==> src/rtl/uart_loader_pkg.sv <==
// Shared types and constants for the UART-to-imem boot loader.
package uart_loader_pkg;

  typedef enum logic [1:0] {
    LOAD,
    COMMIT,
    DONE
  } state_t;

  localparam logic [31:0] END_MARKER_DEFAULT = 32'hFFFF_FFFF;
  localparam int          BYTES_PER_WORD     = 4;
  localparam int          BYTE_IDX_W         = $clog2(BYTES_PER_WORD);

endpackage

==> src/rtl/uart_imem_loader_if.sv <==
// Bundles the UART receive inputs and the imem write port of the boot loader.
interface uart_imem_loader_if #(
  parameter int ADDR_W = 8
);
  logic              rx_valid;
  logic [7:0]        rx_data;
  logic              rx_break;
  logic              imem_we;
  logic [ADDR_W-1:0] imem_addr;
  logic [31:0]       imem_wdata;

  // The loader drives the imem port and consumes the UART bytes.
  modport master (
    input  rx_valid, rx_data, rx_break,
    output imem_we, imem_addr, imem_wdata
  );

  modport slave (
    output rx_valid, rx_data, rx_break,
    input  imem_we, imem_addr, imem_wdata
  );
endinterface

==> src/rtl/uart_imem_loader_byte_assembler.sv <==
// Detects rising edges of rx_valid and packs bytes little-endian into a 32-bit word.
module byte_assembler
  import uart_loader_pkg::*;
(
  input  logic        clk,
  input  logic        rst,
  input  logic        i_en,
  input  logic        i_rx_valid,
  input  logic [7:0]  i_rx_data,
  input  logic        i_rx_break,
  output logic [31:0] o_word,
  output logic        o_word_valid_pulse
);

  localparam logic [BYTE_IDX_W-1:0] LAST_IDX = BYTE_IDX_W'(BYTES_PER_WORD - 1);

  logic                        r_rx_valid_q;
  logic [BYTE_IDX_W-1:0]       r_byte_idx;
  logic [8*BYTES_PER_WORD-1:0] r_word;
  logic                        w_break;
  logic                        w_accept;

  // A BREAK wins over a byte whose rising edge lands in the same cycle.
  assign w_break  = i_en && i_rx_break;
  assign w_accept = i_en && i_rx_valid && !r_rx_valid_q && !i_rx_break;

  assign o_word             = r_word;
  assign o_word_valid_pulse = w_accept && (r_byte_idx == LAST_IDX);

  // NOTE: sequential state uses non-blocking assignments so every register
  // samples pre-edge values regardless of statement order.
  always_ff @(posedge clk) begin
    if (rst) begin
      r_rx_valid_q <= 1'b0;
      r_byte_idx   <= '0;
      r_word       <= '0;
    end else begin
      r_rx_valid_q <= i_rx_valid;
      if (w_break) begin
        r_byte_idx <= '0;
        r_word     <= '0;
      end else if (w_accept) begin
        r_word[8*r_byte_idx +: 8] <= i_rx_data;
        r_byte_idx                <= r_byte_idx + 1'b1;
      end
    end
  end

endmodule

==> src/rtl/uart_imem_loader.sv <==
// Boot loader: writes UART-received words to imem from address 0 and holds the
// core in reset until the end marker arrives or imem is full.
module uart_imem_loader
  import uart_loader_pkg::*;
#(
  parameter int          ADDR_W     = 8,
  parameter logic [31:0] END_MARKER = END_MARKER_DEFAULT
) (
  input  logic                clk,
  input  logic                rst,
  uart_imem_loader_if.master  bus,
  output logic                write_done,
  output logic                overflow,
  output logic                core_rst,
  output logic [ADDR_W:0]     word_count
);

  localparam logic [ADDR_W-1:0] LAST_ADDR = '1;

  state_t            r_state;
  state_t            w_state_next;
  logic [ADDR_W-1:0] r_addr;
  logic [ADDR_W:0]   r_word_count;
  logic              r_write_done;
  logic              r_overflow;
  logic              r_core_rst;
  logic              w_we;
  logic              w_last_addr;
  logic [31:0]       w_word;
  logic              w_word_valid;

  byte_assembler u_byte_assembler (
    .clk                (clk),
    .rst                (rst),
    .i_en               (r_state != DONE),
    .i_rx_valid         (bus.rx_valid),
    .i_rx_data          (bus.rx_data),
    .i_rx_break         (bus.rx_break),
    .o_word             (w_word),
    .o_word_valid_pulse (w_word_valid)
  );

  assign w_last_addr = (r_addr == LAST_ADDR);

  always_ff @(posedge clk) begin
    if (rst) r_state <= LOAD;
    else     r_state <= w_state_next;
  end

  // NOTE: every output of this block gets a default first so no path can
  // leave it unassigned and infer a latch.
  always_comb begin
    w_state_next = r_state;
    w_we         = 1'b0;
    unique case (r_state)
      LOAD: if (w_word_valid) w_state_next = COMMIT;
      COMMIT: begin
        if (w_word == END_MARKER) begin
          w_state_next = DONE;
        end else begin
          w_we         = 1'b1;
          w_state_next = w_last_addr ? DONE : LOAD;
        end
      end
      DONE:    w_state_next = DONE;
      default: w_state_next = LOAD;
    endcase
  end

  // The address saturates at the last word; it never wraps over written code.
  always_ff @(posedge clk) begin
    if (rst) begin
      r_addr       <= '0;
      r_word_count <= '0;
      r_write_done <= 1'b0;
      r_overflow   <= 1'b0;
      r_core_rst   <= 1'b1;
    end else if (r_state == COMMIT) begin
      if (w_we) begin
        r_word_count <= r_word_count + 1'b1;
        if (w_last_addr) r_overflow <= 1'b1;
        else             r_addr     <= r_addr + 1'b1;
      end
      if (w_state_next == DONE) begin
        r_write_done <= 1'b1;
        r_core_rst   <= 1'b0;
      end
    end
  end

  assign bus.imem_we    = w_we;
  assign bus.imem_addr  = r_addr;
  assign bus.imem_wdata = w_word;
  assign write_done     = r_write_done;
  assign overflow       = r_overflow;
  assign core_rst       = r_core_rst;
  assign word_count     = r_word_count;

endmodule

==> src/flat_wrapper.sv <==
// flat-port wrapper written by rule: the top's interface ports become plain ports
module uart_imem_loader_flat import uart_loader_pkg::*;
#(
  parameter int          ADDR_W     = 8,
  parameter logic [31:0] END_MARKER = END_MARKER_DEFAULT
)
  (clk, rst, write_done, overflow, core_rst, word_count, bus_rx_valid, bus_rx_data, bus_rx_break, bus_imem_we, bus_imem_addr, bus_imem_wdata);
  uart_imem_loader_if #(.ADDR_W(ADDR_W)) bus_i ();
  input  logic clk;
  input  logic rst;
  output logic write_done;
  output logic overflow;
  output logic core_rst;
  output logic [ADDR_W:0] word_count;
  input wire logic [$bits(bus_i.rx_valid)-1:0] bus_rx_valid;
  input wire logic [$bits(bus_i.rx_data)-1:0] bus_rx_data;
  input wire logic [$bits(bus_i.rx_break)-1:0] bus_rx_break;
  output wire logic [$bits(bus_i.imem_we)-1:0] bus_imem_we;
  output wire logic [$bits(bus_i.imem_addr)-1:0] bus_imem_addr;
  output wire logic [$bits(bus_i.imem_wdata)-1:0] bus_imem_wdata;
  assign bus_i.rx_valid = bus_rx_valid;
  assign bus_i.rx_data = bus_rx_data;
  assign bus_i.rx_break = bus_rx_break;
  assign bus_imem_we = bus_i.imem_we;
  assign bus_imem_addr = bus_i.imem_addr;
  assign bus_imem_wdata = bus_i.imem_wdata;
  uart_imem_loader #(.ADDR_W(ADDR_W), .END_MARKER(END_MARKER)) u_core (.clk(clk), .rst(rst), .bus(bus_i), .write_done(write_done), .overflow(overflow), .core_rst(core_rst), .word_count(word_count));
endmodule
==> config.mk <==
export PLATFORM = sky130hd
export DESIGN_NAME = uart_imem_loader_flat
export DESIGN_NICKNAME = d
export VERILOG_FILES = /design/src/rtl/uart_loader_pkg.sv /design/src/rtl/uart_imem_loader_if.sv /design/src/rtl/uart_imem_loader_byte_assembler.sv /design/src/rtl/uart_imem_loader.sv /design/src/flat_wrapper.sv
export SDC_FILE = /design/constraint.sdc
export NUM_CORES = 1
export LEC_CHECK = 0
export BUFFER_PORTS_ARGS = -buffer_cell sky130_fd_sc_hd__buf_2
export CORE_ASPECT_RATIO = 1.2
export CORE_MARGIN = 10
export CORE_UTILIZATION = 50
export CTS_BUF_LIST = sky130_fd_sc_hd__clkbuf_8
export DETAILED_ROUTE_END_ITERATION = 10
export PLACE_DENSITY = 0.76
export SKIP_LAST_GASP = 1
export SYNTH_ARGS = -nofsm -noshare
export SYNTH_HDL_FRONTEND = slang
export SYNTH_SLANG_ARGS = --single-unit
==> constraint.sdc <==
create_clock -name clk -period 3.2 [get_ports clk]
set_input_delay 0 -clock clk [delete_from_list [all_inputs] [get_ports clk]]
set_output_delay 0 -clock clk [all_outputs]
set_load 0.005 [all_outputs]
==> insert_results.sql, run 1 <==
INSERT INTO impl_metrics (metric_group, metric, value, unit) VALUES
('run_status', 'result_of_the_run', 'finished clean', ''),
('setup_path', 'worstPathRequired', '3450', 'ps'),
('cells_and_area', 'area_delta_synth_final', '25.1', '%'),
('placed_design', 'buffer_ports.inserted', '64', ''),
('cells_and_area', 'drive_above_1_share', '25.7', '%'),
('clock_tree', 'cts-root-to-sink-buffers', '2', ''),
('global_routing', 'globalRouteTotalUtil', '16.4', '%'),
('floorplan', 'die_y', '97.6', 'µm'),
('cells_and_area', 'num-nets-final', '380', ''),
('global_routing', 'number_of_antenna_violations_at_the_first_check_in_global_routing', '0', ''),
('timing', 'finalSetupTns', '0', 'ps'),
('setup_path', 'cp.arrival', '2440', 'ps'),
('power_and_ir_drop', 'ir_drop', '0.346', 'mV'),
('setup_path', 'startpoint_type', 'register', ''),
('placed_design', 'post-place-ws', '1090', 'ps'),
('timing', 'maximum_achievable_frequency', '456', 'MHz'),
('floorplan', 'die_area', '8270', 'µm²'),
('placed_design', 'place_area', '2840', 'µm²'),
('setup_path', 'reg2reg_depth', '5', ''),
('cells_and_area', 'fin_util', '64.1', '%'),
('yosys', 'synth.ff_latch_count', '57', ''),
('clock_tree', 'sinks_on_clock_net', '57', ''),
('drt', 'met1Wirelength', '2.75', 'mm'),
('yosys', 'fraction_of_registers_with_async_set_reset', '0', '%'),
('timing', 'worstMarginPinSlew', '1050', 'ps'),
('drt', 'dr_total_vias', '2351', ''),
('cells_and_area', 'num-fill-cells', '450', ''),
('yosys', 'synth_edf_count', '0', ''),
('floorplan', 'rows', '28', ''),
('setup_path', 'cp_top_family', 'simple AND/OR/NAND/NOR gates', ''),
('power_and_ir_drop', 'power.total', '1.46', 'mW'),
('drt', 'post_drt_wl_per_cell', '15.8', 'µm'),
('placed_design', 'dp.final_hpwl', '4.77', 'mm'),
('clock_tree', 'htreeDepth', '3', ''),
('hold_path', 'min-delay-path-class', 'primary input to register', ''),
('hold_path', 'worst_hold_path.num_cells', '2', ''),
('clock_tree', 'cts_setup_buffers', '0', ''),
('setup_path', 'critical_path_cell_count', '5', ''),
('setup_path', 'cp-end-kind', 'register', ''),
('drt', 'initialDrtViolationCount', '113', ''),
('yosys', 'synthFlopType', 'sky130_fd_sc_hd__dfxtp_1', ''),
('cells_and_area', 'insertedDiodeCount', '0', ''),
('drt', 'top_routing_layer_in_use', 'met4', ''),
('clock_tree', 'tritoncts.num_buffers', '9', ''),
('drt', 'post_drt_via_cell_ratio', '5.52', ''),
('timing', 'timing.max_slew.rel_slack', '29.7', '%'),
('timing', 'rsz0062_at_grt', 'false', ''),
('clock_tree', 'cts.clk_slew.worst_paths', '60', 'ps'),
('clock_tree', 'worstSkewPairLatency', '330', 'ps'),
('global_routing', 'overflow', '0', ''),
('timing', 'report.final.hold_viol_count', '0', ''),
('timing', 'period_minus_slack', '2190', 'ps'),
('timing', 'finClkSkew', '5.83', 'ps'),
('drt', 'route.met2.wl', '3.36', 'mm'),
('floorplan', 'core_area', '4900', 'µm²'),
('drt', 'routed_wirelength', '6.74', 'mm'),
('setup_path', 'critical_path_class', 'register to register', ''),
('placed_design', 'placed_cells', '401', ''),
('yosys', 'ys.warnings.count', '0', ''),
('global_routing', 'maximum_number_of_pins_on_one_net_before_global_route_repair', '35', ''),
('drt', 'route.antenna.remaining_nets', '0', ''),
('timing', 'final-setup-viol-count', '0', ''),
('timing', 'part_of_the_cycle_the_worst_path_needs', '68.6', '%'),
('setup_path', 'critical_path.cell_chain', 'inv_1, ha_1, nor3b_1, nand3_1, a21oi_1', ''),
('power_and_ir_drop', 'leakage', '1.32', 'nW'),
('setup_path', 'delay_of_the_slowest_critical_path_stage', '790', 'ps'),
('timing', 'maxSlewViolCount', '0', ''),
('setup_path', 'worst-path-buf-inv', '1', ''),
('clock_tree', 'clock-root-buffer', 'sky130_fd_sc_hd__clkbuf_8', ''),
('clock_tree', 'cts_tree', 'done', ''),
('drt', 'remaining_drc_errors', '0', '');
-- cells in the mapped netlist (2+ instances only) --
master	instances	area (µm²)
sky130_fd_sc_hd__a211oi_1	2	15.0
sky130_fd_sc_hd__nor4_4	2	42.5
sky130_fd_sc_hd__clkbuf_1	7	26.3
sky130_fd_sc_hd__a31o_2	2	17.5
sky130_fd_sc_hd__nand3_1	38	190
sky130_fd_sc_hd__dfxtp_1	57	1140
sky130_fd_sc_hd__nand2_1	38	143
sky130_fd_sc_hd__a21oi_1	40	200
sky130_fd_sc_hd__and2_1	3	18.8
sky130_fd_sc_hd__nand2b_1	4	25.0
sky130_fd_sc_hd__buf_2	5	25.0
sky130_fd_sc_hd__mux2_2	3	33.8
sky130_fd_sc_hd__xnor2_1	6	52.6
sky130_fd_sc_hd__ha_1	7	87.6
sky130_fd_sc_hd__nand4_1	10	62.6
sky130_fd_sc_hd__a21o_1	3	22.5
sky130_fd_sc_hd__nor2b_1	8	50.1
sky130_fd_sc_hd__inv_1	5	18.8
sky130_fd_sc_hd__mux2i_1	3	30.0
sky130_fd_sc_hd__mux2_4	2	30.0
sky130_fd_sc_hd__nor3b_1	3	22.5
sky130_fd_sc_hd__nor2_1	19	71.3
sky130_fd_sc_hd__and3_1	4	25.0
sky130_fd_sc_hd__and2_0	2	12.5
sky130_fd_sc_hd__nor3_1	2	10.0
-- sequential cells by signal, indices dropped and copies added, names as in the netlist --
register and flops:
u_core.bus.imem_addr 8, u_core.core_rst 1, u_core.u_byte_assembler.o_word 32, u_core.overflow 1
u_core.u_byte_assembler.r_rx_valid_q 1, u_core.word_count 9, u_core.r_state 2, u_core.write_done 1
u_core.u_byte_assembler.r_byte_idx 2
-- path summary, 6_finish.rpt --
path                                    startpoint                            endpoint  slack (ps)
min                                            rst                     u_core.overflow         130
max          u_core.u_byte_assembler.r_byte_idx[0]  u_core.u_byte_assembler.o_word[12]        1010
min reg2reg                      u_core.r_state[0]                   u_core.r_state[0]         430
max reg2reg  u_core.u_byte_assembler.r_byte_idx[0]  u_core.u_byte_assembler.o_word[12]        1010
-- cell type report --
type                    count  area (µm²)  area share (%)
well taps                  60        75.1            2.39
inverters                   5        18.8           0.597
clock inverters             4        42.5            1.35
clock buffers              12         165            5.26
multi-input cells         215        1290            41.0
repair buffers             73         410            13.1
flip-flops and latches     57        1140            36.3
-- cell usage in the layout (no fill, tap or decap), types with 2 or more instances in the layout --
cell type                       synthesis  final
sky130_fd_sc_hd__and2_1                 3      3
sky130_fd_sc_hd__nor4_4                 2      2
sky130_fd_sc_hd__nand2_1               38     38
sky130_fd_sc_hd__dfxtp_1               57     57
sky130_fd_sc_hd__and3_1                 4      4
sky130_fd_sc_hd__buf_2                  5     64
sky130_fd_sc_hd__nor3_1                 2      2
sky130_fd_sc_hd__mux2i_1                3      3
sky130_fd_sc_hd__dlygate4sd3_1          0      9
sky130_fd_sc_hd__a21oi_1               40     40
sky130_fd_sc_hd__mux2_2                 3      3
sky130_fd_sc_hd__a31o_2                 2      2
sky130_fd_sc_hd__xnor2_1                6      6
sky130_fd_sc_hd__nand4_1               10     10
sky130_fd_sc_hd__inv_1                  5      7
sky130_fd_sc_hd__nand2b_1               4      4
sky130_fd_sc_hd__nor2b_1                8      8
sky130_fd_sc_hd__nand3_1               38     38
sky130_fd_sc_hd__a21o_1                 3      3
sky130_fd_sc_hd__nor2_1                19     19
sky130_fd_sc_hd__nor3b_1                3      3
sky130_fd_sc_hd__and2_0                 2      2
sky130_fd_sc_hd__a211oi_1               2      2
sky130_fd_sc_hd__ha_1                   7      7
sky130_fd_sc_hd__clkbuf_8               0     12
sky130_fd_sc_hd__mux2_4                 2      2
-- metal layers --
layer  vias up  track usage [%]
met4         0             8.88
li1       1161                -
met3        11             5.03
met5         -                0
met1      1088             18.0
met2        91             27.3
-- power breakdown --
group / internal, mW / total (mW) / switching, mW
clock network: 0.416 / 0.682 / 0.266
registers: 0.713 / 0.715 / 0.00264
logic: 0.0225 / 0.0611 / 0.0386
-- timing repair --
item                      CTS  global route
resized for setup           0             0
hold endpoints to repair   33             0
hold buffers                9             0
-- logic make-up (layout without fill, tap and decap cells) --
| kind of cell | after synthesis | count (layout) | synth area share, % |
|---|---|---|---|
| AND/OR/NAND/NOR | 141 | 141 | 29.6 |
| flip-flops | 57 | 57 | 45.4 |
| AO/OA/AOI/OAI | 52 | 52 | 11.9 |
| buffers and inverters | 18 | 94 | 3.24 |
| multiplexers | 9 | 9 | 4.19 |
| adder cells (fa/ha/maj) | 7 | 7 | 3.49 |
| XOR/XNOR | 6 | 6 | 2.09 |
Note: power is estimated with default switching activity, not from simulation.
==> run 2: changes to the inputs <==
- CORE_UTILIZATION: 50 -> 49
- PLACE_DENSITY: 0.76 -> 0.78
- clock period: 3.2 -> 2 ns (I/O delays scaled with it)
==> run 2 against run 1 <==
Against the previous run: cell count is 2.6% higher; hold slack worse by 14 ps; largest power group is now clock; power is 79% higher; sequential share of layout area is 1.4 points lower; setup slack worse by 860 ps; critical path depth stayed put; critical path type is now register to output port; die area is 1.6% higher; clock power is 99% higher; highest routed layer unchanged; global-route usage is 0.20 points higher.
==> insert_results.sql, run 2 (same netlist as run 1, synthesis figures left out) <==
INSERT INTO impl_metrics (metric_group, metric, value, unit) VALUES
('run_status', 'result_of_the_run', 'finished clean', ''),
('setup_path', 'cp.arrival', '1850', 'ps'),
('placed_design', 'post-place-ws', '198', 'ps'),
('global_routing', 'maximum_number_of_pins_on_one_net_before_global_route_repair', '35', ''),
('clock_tree', 'sinks_on_clock_net', '57', ''),
('placed_design', 'buffer_ports.inserted', '64', ''),
('drt', 'initialDrtViolationCount', '75', ''),
('global_routing', 'overflow', '0', ''),
('power_and_ir_drop', 'p_per_area', '798', 'nW/µm²'),
('drt', 'post_drt_via_cell_ratio', '5.46', ''),
('power_and_ir_drop', 'netSwitchingFraction', '20.6', '%'),
('drt', 'first_pass_iters', '4', ''),
('power_and_ir_drop', 'ir_drop', '0.580', 'mV'),
('floorplan', 'core_area', '4940', 'µm²'),
('power_and_ir_drop', 'leakage', '1.40', 'nW'),
('power_and_ir_drop', 'power.share.clock', '52.1', '%'),
('cells_and_area', 'num-nets-final', '391', ''),
('placed_design', 'dp.final_hpwl', '5.00', 'mm'),
('clock_tree', 'worstSkewPairLatency', '340', 'ps'),
('setup_path', 'worstPathMaxFanout', '8', ''),
('global_routing', 'number_of_antenna_violations_at_the_first_check_in_global_routing', '0', ''),
('floorplan', 'rows', '28', ''),
('timing', 'finClkSkew', '10.4', 'ps'),
('timing', 'finalSetupTns', '0', 'ps'),
('timing', 'timing.max_slew.rel_slack', '64.0', '%'),
('cells_and_area', 'layout.cells.most_common', 'sky130_fd_sc_hd__buf_2', ''),
('setup_path', 'critical_path_class', 'register to output port', ''),
('setup_path', 'startpoint_type', 'register', ''),
('timing', 'report.final.hold_viol_count', '0', ''),
('floorplan', 'die_y', '98.4', 'µm'),
('clock_tree', 'cts.clk_slew.worst_paths', '70', 'ps'),
('cells_and_area', 'insertedDiodeCount', '0', ''),
('timing', 'maximum_achievable_frequency', '539', 'MHz'),
('timing', 'worstMarginPinSlew', '540', 'ps'),
('placed_design', 'gp_routability_congestion', '0.809', ''),
('placed_design', 'placed_cells', '409', ''),
('drt', 'remaining_drc_errors', '0', ''),
('clock_tree', 'cts_tree', 'done', ''),
('timing', 'part_of_the_cycle_the_worst_path_needs', '92.7', '%'),
('drt', 'route.antenna.remaining_nets', '0', ''),
('power_and_ir_drop', 'seq_power_share', '43.8', '%'),
('cells_and_area', 'drive_above_1_share', '28.1', '%'),
('global_routing', 'globalRouteTotalUtil', '16.6', '%'),
('floorplan', 'fp.dieW', '85.4', 'µm'),
('timing', 'finalHoldWorstSlack', '120', 'ps'),
('power_and_ir_drop', 'cellInternalPower', '2.07', 'mW'),
('timing', 'final-setup-viol-count', '0', ''),
('cells_and_area', 'fin_util', '66.2', '%'),
('clock_tree', 'tritoncts.num_buffers', '9', ''),
('drt', 'dr_total_vias', '2387', ''),
('power_and_ir_drop', 'relative_contribution_of_combinational_cells_to_total_power', '4.1', '%'),
('cells_and_area', 'final_cell_count_no_fill', '437', ''),
('cells_and_area', 'area_delta_synth_final', '30.2', '%'),
('global_routing', 'grt_first_pass_wirelength', '11.5', 'mm'),
('timing', 'period_minus_slack', '1850', 'ps'),
('cells_and_area', 'final_cell_mix', 'sky130_fd_sc_hd__buf_2 (64), sky130_fd_sc_hd__dfxtp_1 (57), sky130_fd_sc_hd__a21oi_1 (40)', ''),
('clock_tree', 'cts-root-to-sink-buffers', '2', ''),
('timing', 'rsz0062_at_grt', 'false', ''),
('global_routing', 'first_global_vias', '2444', ''),
('drt', 'post_drt_wl_per_cell', '15.9', 'µm'),
('drt', 'routed_wirelength', '6.94', 'mm'),
('floorplan', 'initial_utilization', '50.8', '%'),
('clock_tree', 'clock-root-buffer', 'sky130_fd_sc_hd__clkbuf_8', ''),
('flow_run', 'max_cap_viol_count', '0', ''),
('timing', 'maxSlewViolCount', '0', ''),
('setup_path', 'worstPathRequired', '2000', 'ps'),
('floorplan', 'io_pins', '65', ''),
('cells_and_area', 'largest_register_ffs', '32', ''),
('setup_path', 'cp-end-kind', 'output port', ''),
('hold_path', 'min-delay-path-class', 'primary input to register', ''),
('clock_tree', 'htreeDepth', '3', ''),
('timing', 'postLayoutSetupSlackWorst', '145', 'ps'),
('floorplan', 'die_area', '8400', 'µm²'),
('power_and_ir_drop', 'switch_pwr', '0.537', 'mW');
[run 2: worst paths after layout]
kind	from	endpoint	slack, ps	depth (start not counted)
worst max-delay path	u_core.u_byte_assembler.o_word[22]	bus_imem_we	150	5
worst min-delay path	rst	u_core.overflow	120	2
worst max register to register	u_core.u_byte_assembler.o_word[19]	u_core.word_count[8]	170	6
worst min register to register	u_core.r_state[0]	u_core.r_state[0]	430	1
[run 2: power groups by stage]
stage	Clock [mW]	Combinational, mW	Sequential (mW)
after global routing	1.42	0.115	1.14
after floorplan	0	0.0497	1.17
final	1.36	0.106	1.14
after detailed placement	0	0.0894	1.17
after global placement	0	0.0881	1.17
after CTS	1.37	0.103	1.14
[run 2: layout make-up]
class | instances | area (µm²)
sequential | 57 | 1140
fill | 418 | 1670
inverter | 5 | 18.8
clock buffer | 11 | 151
clock inverter | 5 | 103
tap | 60 | 75.1
timing repair buffer | 84 | 493
multi-input combinational | 215 | 1290
[run 2: per-layer routing]
| metal | global-route usage [%] | vias up | part of all wire [%] |
|---|---|---|---|
| li1 | - | 1180 | - |
| met2 | 28.3 | 91 | 50 |
| met5 | 0 | - | 0 |
| met1 | 16.9 | 1099 | 39 |
| met4 | 7.61 | 0 | 2.6 |
| met3 | 7.58 | 17 | 8.7 |
[run 2: critical path, stage by stage (launching register included)]
cell and delay [ps]:
sky130_fd_sc_hd__dfxtp_1 370, sky130_fd_sc_hd__nand4_1 160, sky130_fd_sc_hd__nor4_4 460, sky130_fd_sc_hd__a21boi_2 190
sky130_fd_sc_hd__buf_4 200, sky130_fd_sc_hd__buf_2 130
[run 2: metrics by stage]
step / area, µm² / power, mW
floorplan: 2510 / 1.22
global placement: 2900 / 1.26
detailed placement: 2900 / 1.26
CTS: 3250 / 2.62
global route: 3270 / 2.68
finish: 3270 / 2.61
[run 2: repair_timing]
action,in CTS,in global routing
endpoints found under the hold margin,32,0
hold buffers,9,0
resized for setup,0,0
setup endpoints to repair,0,1
setup buffers,0,3
